### src/rtl/edge_event_arbiter_pkg.sv
// Shared types and helpers for the edge event arbiter: FSM state encoding,
// channel-count ceiling and the modulo-wrap index helper.
package edge_arb_pkg;

    typedef enum logic {
        IDLE    = 1'b0,
        PRESENT = 1'b1
    } state_t;

    localparam int MAX_N = 16;

    // Index following idx in a ring of n entries.
    function automatic int unsigned next_idx(input int unsigned idx, input int unsigned n);
        if (idx + 32'd1 >= n) begin
            return 32'd0;
        end else begin
            return idx + 32'd1;
        end
    endfunction

endpackage

### src/rtl/edge_event_arbiter_rr_pick.sv
// Combinational round-robin picker: first set request at or after ptr,
// wrapping from N-1 back to 0.
module edge_event_arbiter_rr_pick
    import edge_arb_pkg::*;
#(
    parameter int N = 4,
    localparam int IDW = $clog2(N)
) (
    input  logic [N-1:0]   req,
    input  logic [IDW-1:0] ptr,
    output logic           gnt_any,
    output logic [IDW-1:0] gnt_idx
);

    logic           gnt_any_s;
    logic [IDW-1:0] gnt_idx_s;
    logic [IDW:0]   cand_s;

    // Walk the ring from ptr; the first requester encountered wins.
    always_comb begin
        gnt_any_s = 1'b0;
        gnt_idx_s = '0;
        cand_s    = '0;
        for (int k = 0; k < N; k++) begin
            cand_s = {1'b0, ptr} + (IDW+1)'(k);
            if (cand_s >= (IDW+1)'(N)) begin
                cand_s = cand_s - (IDW+1)'(N);
            end else begin
                cand_s = cand_s;
            end
            if (!gnt_any_s && req[cand_s[IDW-1:0]]) begin
                gnt_any_s = 1'b1;
                gnt_idx_s = cand_s[IDW-1:0];
            end else begin
                gnt_any_s = gnt_any_s;
            end
        end
    end

    assign gnt_any = gnt_any_s;
    assign gnt_idx = gnt_idx_s;

endmodule

### src/rtl/edge_event_arbiter.sv
// Rising-edge detector per level channel, pending/overflow latches and a
// round-robin valid/ready event port. Define EDGE_EVENT_ARBITER_SYNC_EN to add
// a 2-flop input synchronizer so level may be asynchronous.
module edge_event_arbiter
    import edge_arb_pkg::*;
#(
    parameter int N = 4,
    localparam int IDW = $clog2(N)
) (
    input  logic           clk,
    input  logic           reset_n,
    input  logic [N-1:0]   level,
    output logic           evt_valid,
    input  logic           evt_ready,
    output logic [IDW-1:0] evt_id,
    output logic [N-1:0]   pending,
    output logic [N-1:0]   overflow,
    input  logic           ovf_clr
);

    logic [N-1:0]   lvl_s;
    logic [N-1:0]   delay_r;
    logic [N-1:0]   edge_s;
    logic [N-1:0]   pending_r;
    logic [N-1:0]   overflow_r;
    logic [N-1:0]   req_s;
    logic [N-1:0]   gnt_vec_s;
    logic           gnt_any_s;
    logic [IDW-1:0] gnt_idx_s;
    logic           do_grant_s;
    state_t         state_r;
    logic           evt_valid_r;
    logic [IDW-1:0] evt_id_r;
    logic [IDW-1:0] ptr_r;

`ifdef EDGE_EVENT_ARBITER_SYNC_EN
    logic [N-1:0] sync1_r;
    logic [N-1:0] sync2_r;

    // Two-stage synchronizer ahead of the edge detector.
    always_ff @(posedge clk or negedge reset_n) begin
        if (!reset_n) begin
            sync1_r <= '0;
            sync2_r <= '0;
        end else begin
            sync1_r <= level;
            sync2_r <= sync1_r;
        end
    end

    assign lvl_s = sync2_r;
`else
    assign lvl_s = level;
`endif

    // One delay flop per channel; delay=0 out of reset so a level already
    // high at deassertion still produces an edge.
    always_ff @(posedge clk or negedge reset_n) begin
        if (!reset_n) begin
            delay_r <= '0;
        end else begin
            delay_r <= lvl_s;
        end
    end

    assign edge_s = lvl_s & ~delay_r;

    // Only registered pending bits are eligible; the presented channel's own
    // bit was cleared at its grant, so a set bit here is always a fresh event.
    always_comb begin
        req_s = '0;
        if (state_r == IDLE) begin
            req_s = pending_r;
        end else if (evt_ready) begin
            req_s = pending_r;
        end else begin
            req_s = '0;
        end
    end

    edge_event_arbiter_rr_pick #(.N(N)) u_pick (
        .req     (req_s),
        .ptr     (ptr_r),
        .gnt_any (gnt_any_s),
        .gnt_idx (gnt_idx_s)
    );

    assign do_grant_s = gnt_any_s;

    // One-hot view of the channel granted this cycle.
    always_comb begin
        gnt_vec_s = '0;
        if (do_grant_s) begin
            gnt_vec_s[gnt_idx_s] = 1'b1;
        end else begin
            gnt_vec_s = '0;
        end
    end

    // Edge sets, grant clears, edge wins a collision; merged edges go sticky.
    always_ff @(posedge clk or negedge reset_n) begin
        if (!reset_n) begin
            pending_r  <= '0;
            overflow_r <= '0;
        end else begin
            pending_r  <= edge_s | (pending_r & ~gnt_vec_s);
            overflow_r <= (ovf_clr ? {N{1'b0}} : overflow_r)
                        | (edge_s & pending_r & ~gnt_vec_s);
        end
    end

    // Output FSM: a handshake with more work pending loads the next winner
    // directly, giving one event per cycle under continuous ready.
    always_ff @(posedge clk or negedge reset_n) begin
        if (!reset_n) begin
            state_r     <= IDLE;
            evt_valid_r <= 1'b0;
            evt_id_r    <= '0;
            ptr_r       <= '0;
        end else begin
            case (state_r)
                IDLE: begin
                    if (do_grant_s) begin
                        state_r     <= PRESENT;
                        evt_valid_r <= 1'b1;
                        evt_id_r    <= gnt_idx_s;
                        ptr_r       <= IDW'(next_idx(32'(gnt_idx_s), 32'(N)));
                    end else begin
                        evt_valid_r <= 1'b0;
                    end
                end
                PRESENT: begin
                    if (evt_ready) begin
                        if (do_grant_s) begin
                            evt_id_r <= gnt_idx_s;
                            ptr_r    <= IDW'(next_idx(32'(gnt_idx_s), 32'(N)));
                        end else begin
                            state_r     <= IDLE;
                            evt_valid_r <= 1'b0;
                        end
                    end else begin
                        evt_valid_r <= 1'b1;
                    end
                end
                default: begin
                    state_r     <= IDLE;
                    evt_valid_r <= 1'b0;
                    evt_id_r    <= '0;
                end
            endcase
        end
    end

    assign evt_valid = evt_valid_r;
    assign evt_id    = evt_id_r;
    assign pending   = pending_r;
    assign overflow  = overflow_r;

endmodule

### config.mk
export PLATFORM = sky130hd
export DESIGN_NAME = edge_event_arbiter
export DESIGN_NICKNAME = d
export VERILOG_FILES = /design/src/rtl/edge_event_arbiter_pkg.sv /design/src/rtl/edge_event_arbiter_rr_pick.sv /design/src/rtl/edge_event_arbiter.sv
export SDC_FILE = /design/constraint.sdc
export NUM_CORES = 1
export LEC_CHECK = 0
export ABC_AREA = 1
export ABC_CLOCK_PERIOD_IN_PS = 2000
export CAP_MARGIN = 20
export CORE_UTILIZATION = 50
export DETAILED_ROUTE_END_ITERATION = 10
export PLACE_DENSITY = 0.84
export SLEW_MARGIN = 40
export SYNTH_ARGS = -nofsm -noshare
export SYNTH_HDL_FRONTEND = slang
export SYNTH_SLANG_ARGS = --single-unit
### constraint.sdc
create_clock -name clk -period 2 [get_ports clk]
set_input_delay 0.3 -clock clk [delete_from_list [all_inputs] [get_ports clk]]
set_output_delay 0.3 -clock clk [all_outputs]
set_load 0.01 [all_outputs]
==> flow_summary.toml, run 1 <==
[yosys]
syn_avg_cell_area_um2 = 7.832
syn_area_um2 = 1026
syn_nets = 143
ys_ff_latch = 18
postSynthCellCount = 131
synth_cell_types = 20
yosys_warnings = 0
yosysSeqAreaShare_pct = 43.90

[sta]
min_period_ns = 1.987
hold_slack_ns = 0.3586
finalSetupViolCount = 0
finalHoldViolations = 0
rsz0062_at_grt = "true"
timing.fmax_mhz = 503.4
setup_ws_ns = 0.01337
skew_ns = 0.002162
finalMaxSlewViolations = 0
slew_headroom_pct = 75.58
tightest_slew_ns = 0.3663
post-route-period-util_pct = 99.33

[setup_path]
r2r_cells = 11
reg2reg_from = "ptr_r[1]$_DFFE_PN0P_"
criticalPathCategory = "reg -> reg"
cp_top_family = "simple AND/OR/NAND/NOR gates"
cp.arrival_ns = 2.15
cp_data_required_time_ns = 2.17
path_cells = "inv_1 > nand2_1 > nand2_2 > buf_12 > nor2_8 > nand2_4 > nand2_4 > nand2_4 > ha_1 > nand2_1 > o21ai_1"
worst_setup_path_start_kind = "flip-flop"
cp_common_cell = "nand2_4"
worst_path_largest_cell_delay_ns = 0.57
rr_endpoint = "ptr_r[1]$_DFFE_PN0P_"
crit_fanout = 6
worstSetupEndpointType = "flip-flop"
r2r_setup_slack_ns = 0.01
cp_slowest_cell = "dfrtp_1"
path_buf_inv = 2

[cells_and_area]
layout_commonest_cell = "nand2_1"
fill_cells = 139
regArea_um2 = 451.7
final_area_um2 = 1434
layout.nets = 177
syn_to_final_growth_pct = 39.76
multi_input_area_um2 = 568.0
layout-drive-gt1-share_pct = 24.54
final_cell_mix = "43 x nand2_1, 18 x clkdlybuf4s50_1, 17 x dfrtp_1"
antenna_cells = 0

[clock_tree]
cts-hold-fix-buffers = 0
cts_tree = "done"
numCtsBuffers = 3
clock_path_buffers = 2
clock_latency_ns = 0.28
htreeDepth = 1
cts.sinks = 18
cts-root-buf = "clkbuf_4"
clk_pin_slew_ns = 0.09

[floorplan]
initial_core_util_pct = 52.84
dieArea_um2 = 2237
core_um2 = 1942
fp.dieH_um = 47.30
rows = 16
io_pins = 19
dieWidth_um = 47.30

[global_route]
grt_max_degree = 19
grt_overflow_total = 0
grt_pass1_vias = 839
use_met2_pct = 35.07
antenna_found_initial = 0
met3_usage_pct = 1.154
grt_usage_pct = 20.51
top_usage_layer = "met2"
grt.met1_usage_pct = 26.63
grt_first_pass_wirelength_um = 3263

[routing]
firstDrtPassIters = 4
vias = 962
drc = 0
totalWireLength_um = 2298
drt_iter0_markers = 20
viasPerCell = 5.063
wl_per_cell_um = 12.09
ant_nets = 0

[placement]
dp_hpwl_um = 1561
place_area_um2 = 1319
portBuffers = 18
dp_slack_ns = -0.2652
globalplace.congestion = 0.8064

[job]
maxCapViolations = 0

[min_path]
hp-class = "in -> async"

[status]
status = "completed"
==> how the worst max path moves through the flow <==
stage / from / end / cells after the start
after CTS: ptr_r[0]$_DFFE_PN0P_ / ptr_r[1]$_DFFE_PN0P_ / 12
after global placement: evt_ready / ptr_r[1]$_DFFE_PN0P_ / 15
after global routing: evt_ready / ptr_r[1]$_DFFE_PN0P_ / 15
final: ptr_r[1]$_DFFE_PN0P_ / ptr_r[1]$_DFFE_PN0P_ / 11
after detailed placement: evt_ready / ptr_r[1]$_DFFE_PN0P_ / 15
after floorplan: ptr_r[0]$_DFFE_PN0P_ / ptr_r[1]$_DFFE_PN0P_ / 12
==> cells in the mapped netlist (all sizes together) <==
library cell  instances  area share [%]
buf                   2             1.6
a31oi                 1            0.61
a21oi                 1            0.49
and2                  1            0.61
nand2                54              22
inv                  19             7.0
xor2                  1             1.6
nand3                19             9.8
nor2                  6             3.8
nand4                 1            0.61
xnor2                 1             1.6
dfrtp                18              44
o21ai                 3             1.5
ha                    4             4.9
==> flip-flops by register name, summed over array words and instances (netlist names) <==
register / cells
evt_id: 2
evt_valid: 1
pending: 4
ptr_r: 2
delay_r: 4
overflow: 4
state_r: 1
==> cell families after synthesis <==
group / after synthesis / synth area share, %
fa+ha+maj: 4 / 4.878
simple gates: 81 / 36.95
buf+inv: 21 / 8.536
compound gates: 5 / 2.560
xor+xnor: 2 / 3.172
flops: 18 / 43.90
==> metal layers <==
metal,vias to the layer above,share of wire [%],wire (µm)
li1,473,-,-
met1,447,43,990
met2,36,52,1192
met3,6,3.6,82
met4,0,1.4,32
met5,-,0,0
==> timing repair <==
item | in CTS | in global routing
endpoints found under the setup margin | 0 | 9
buffers inserted | 0 | 1
gates resized for setup | 0 | 17
==> cell type report <==
class,count,share of cell area (%)
repair buffers,30,19.98
well taps,27,2.356
flip-flops and latches,18,31.50
inverters,19,4.974
clock buffers,3,1.571
multi-input cells,93,39.62
==> worst register-to-register path: cells and delay by family (launching register included) <==
family                     cells  cell delay [ns]
buffers and inverters          2             0.33
DFF                            1             0.57
adders and majority gates      1             0.28
and+or+nand+nor                7             0.64
AOI/OAI and AO/OA              1             0.05
==> per-stage QoR <==
step	TNS [ns]	utilization (%)	cells
CTS	0	69.07	188
floorplan	0	-	131
global route	-0.4866	73.84	190
finish	0	73.84	190
detailed placement	-2.077	67.91	185
global placement	-1.130	67.91	185
Power of run 1 is not shown: default switching activity piles up to over one toggle a cycle in this logic, so the estimate is an artifact.
==> run 2: changes to the inputs <==
--- a/config.mk
+++ b/config.mk
@@ -10,8 +10,9 @@
 export CAP_MARGIN = 20
 export CORE_UTILIZATION = 50
 export DETAILED_ROUTE_END_ITERATION = 10
+export HOLD_SLACK_MARGIN = 0.02
 export PLACE_DENSITY = 0.84
-export SLEW_MARGIN = 40
+export SLEW_MARGIN = 10
 export SYNTH_ARGS = -nofsm -noshare
 export SYNTH_HDL_FRONTEND = slang
 export SYNTH_SLANG_ARGS = --single-unit
==> results of run 2 <==
Final layout, timing and power as in run 1 (identical DEF).
Power of run 2 is left out for the same reason.
==> run 3: changes to the inputs <==
==> constraint.sdc (replaced) <==
create_clock -name clk -period 2 [get_ports clk]
set_input_delay 0.3 -clock clk [delete_from_list [all_inputs] [get_ports clk]]
set_output_delay 0.3 -clock clk [all_outputs]
set_load 0.005 [all_outputs]
==> results of run 3 <==
Final layout, timing and power as in run 1 (identical DEF).
Power of run 3 is left out for the same reason.
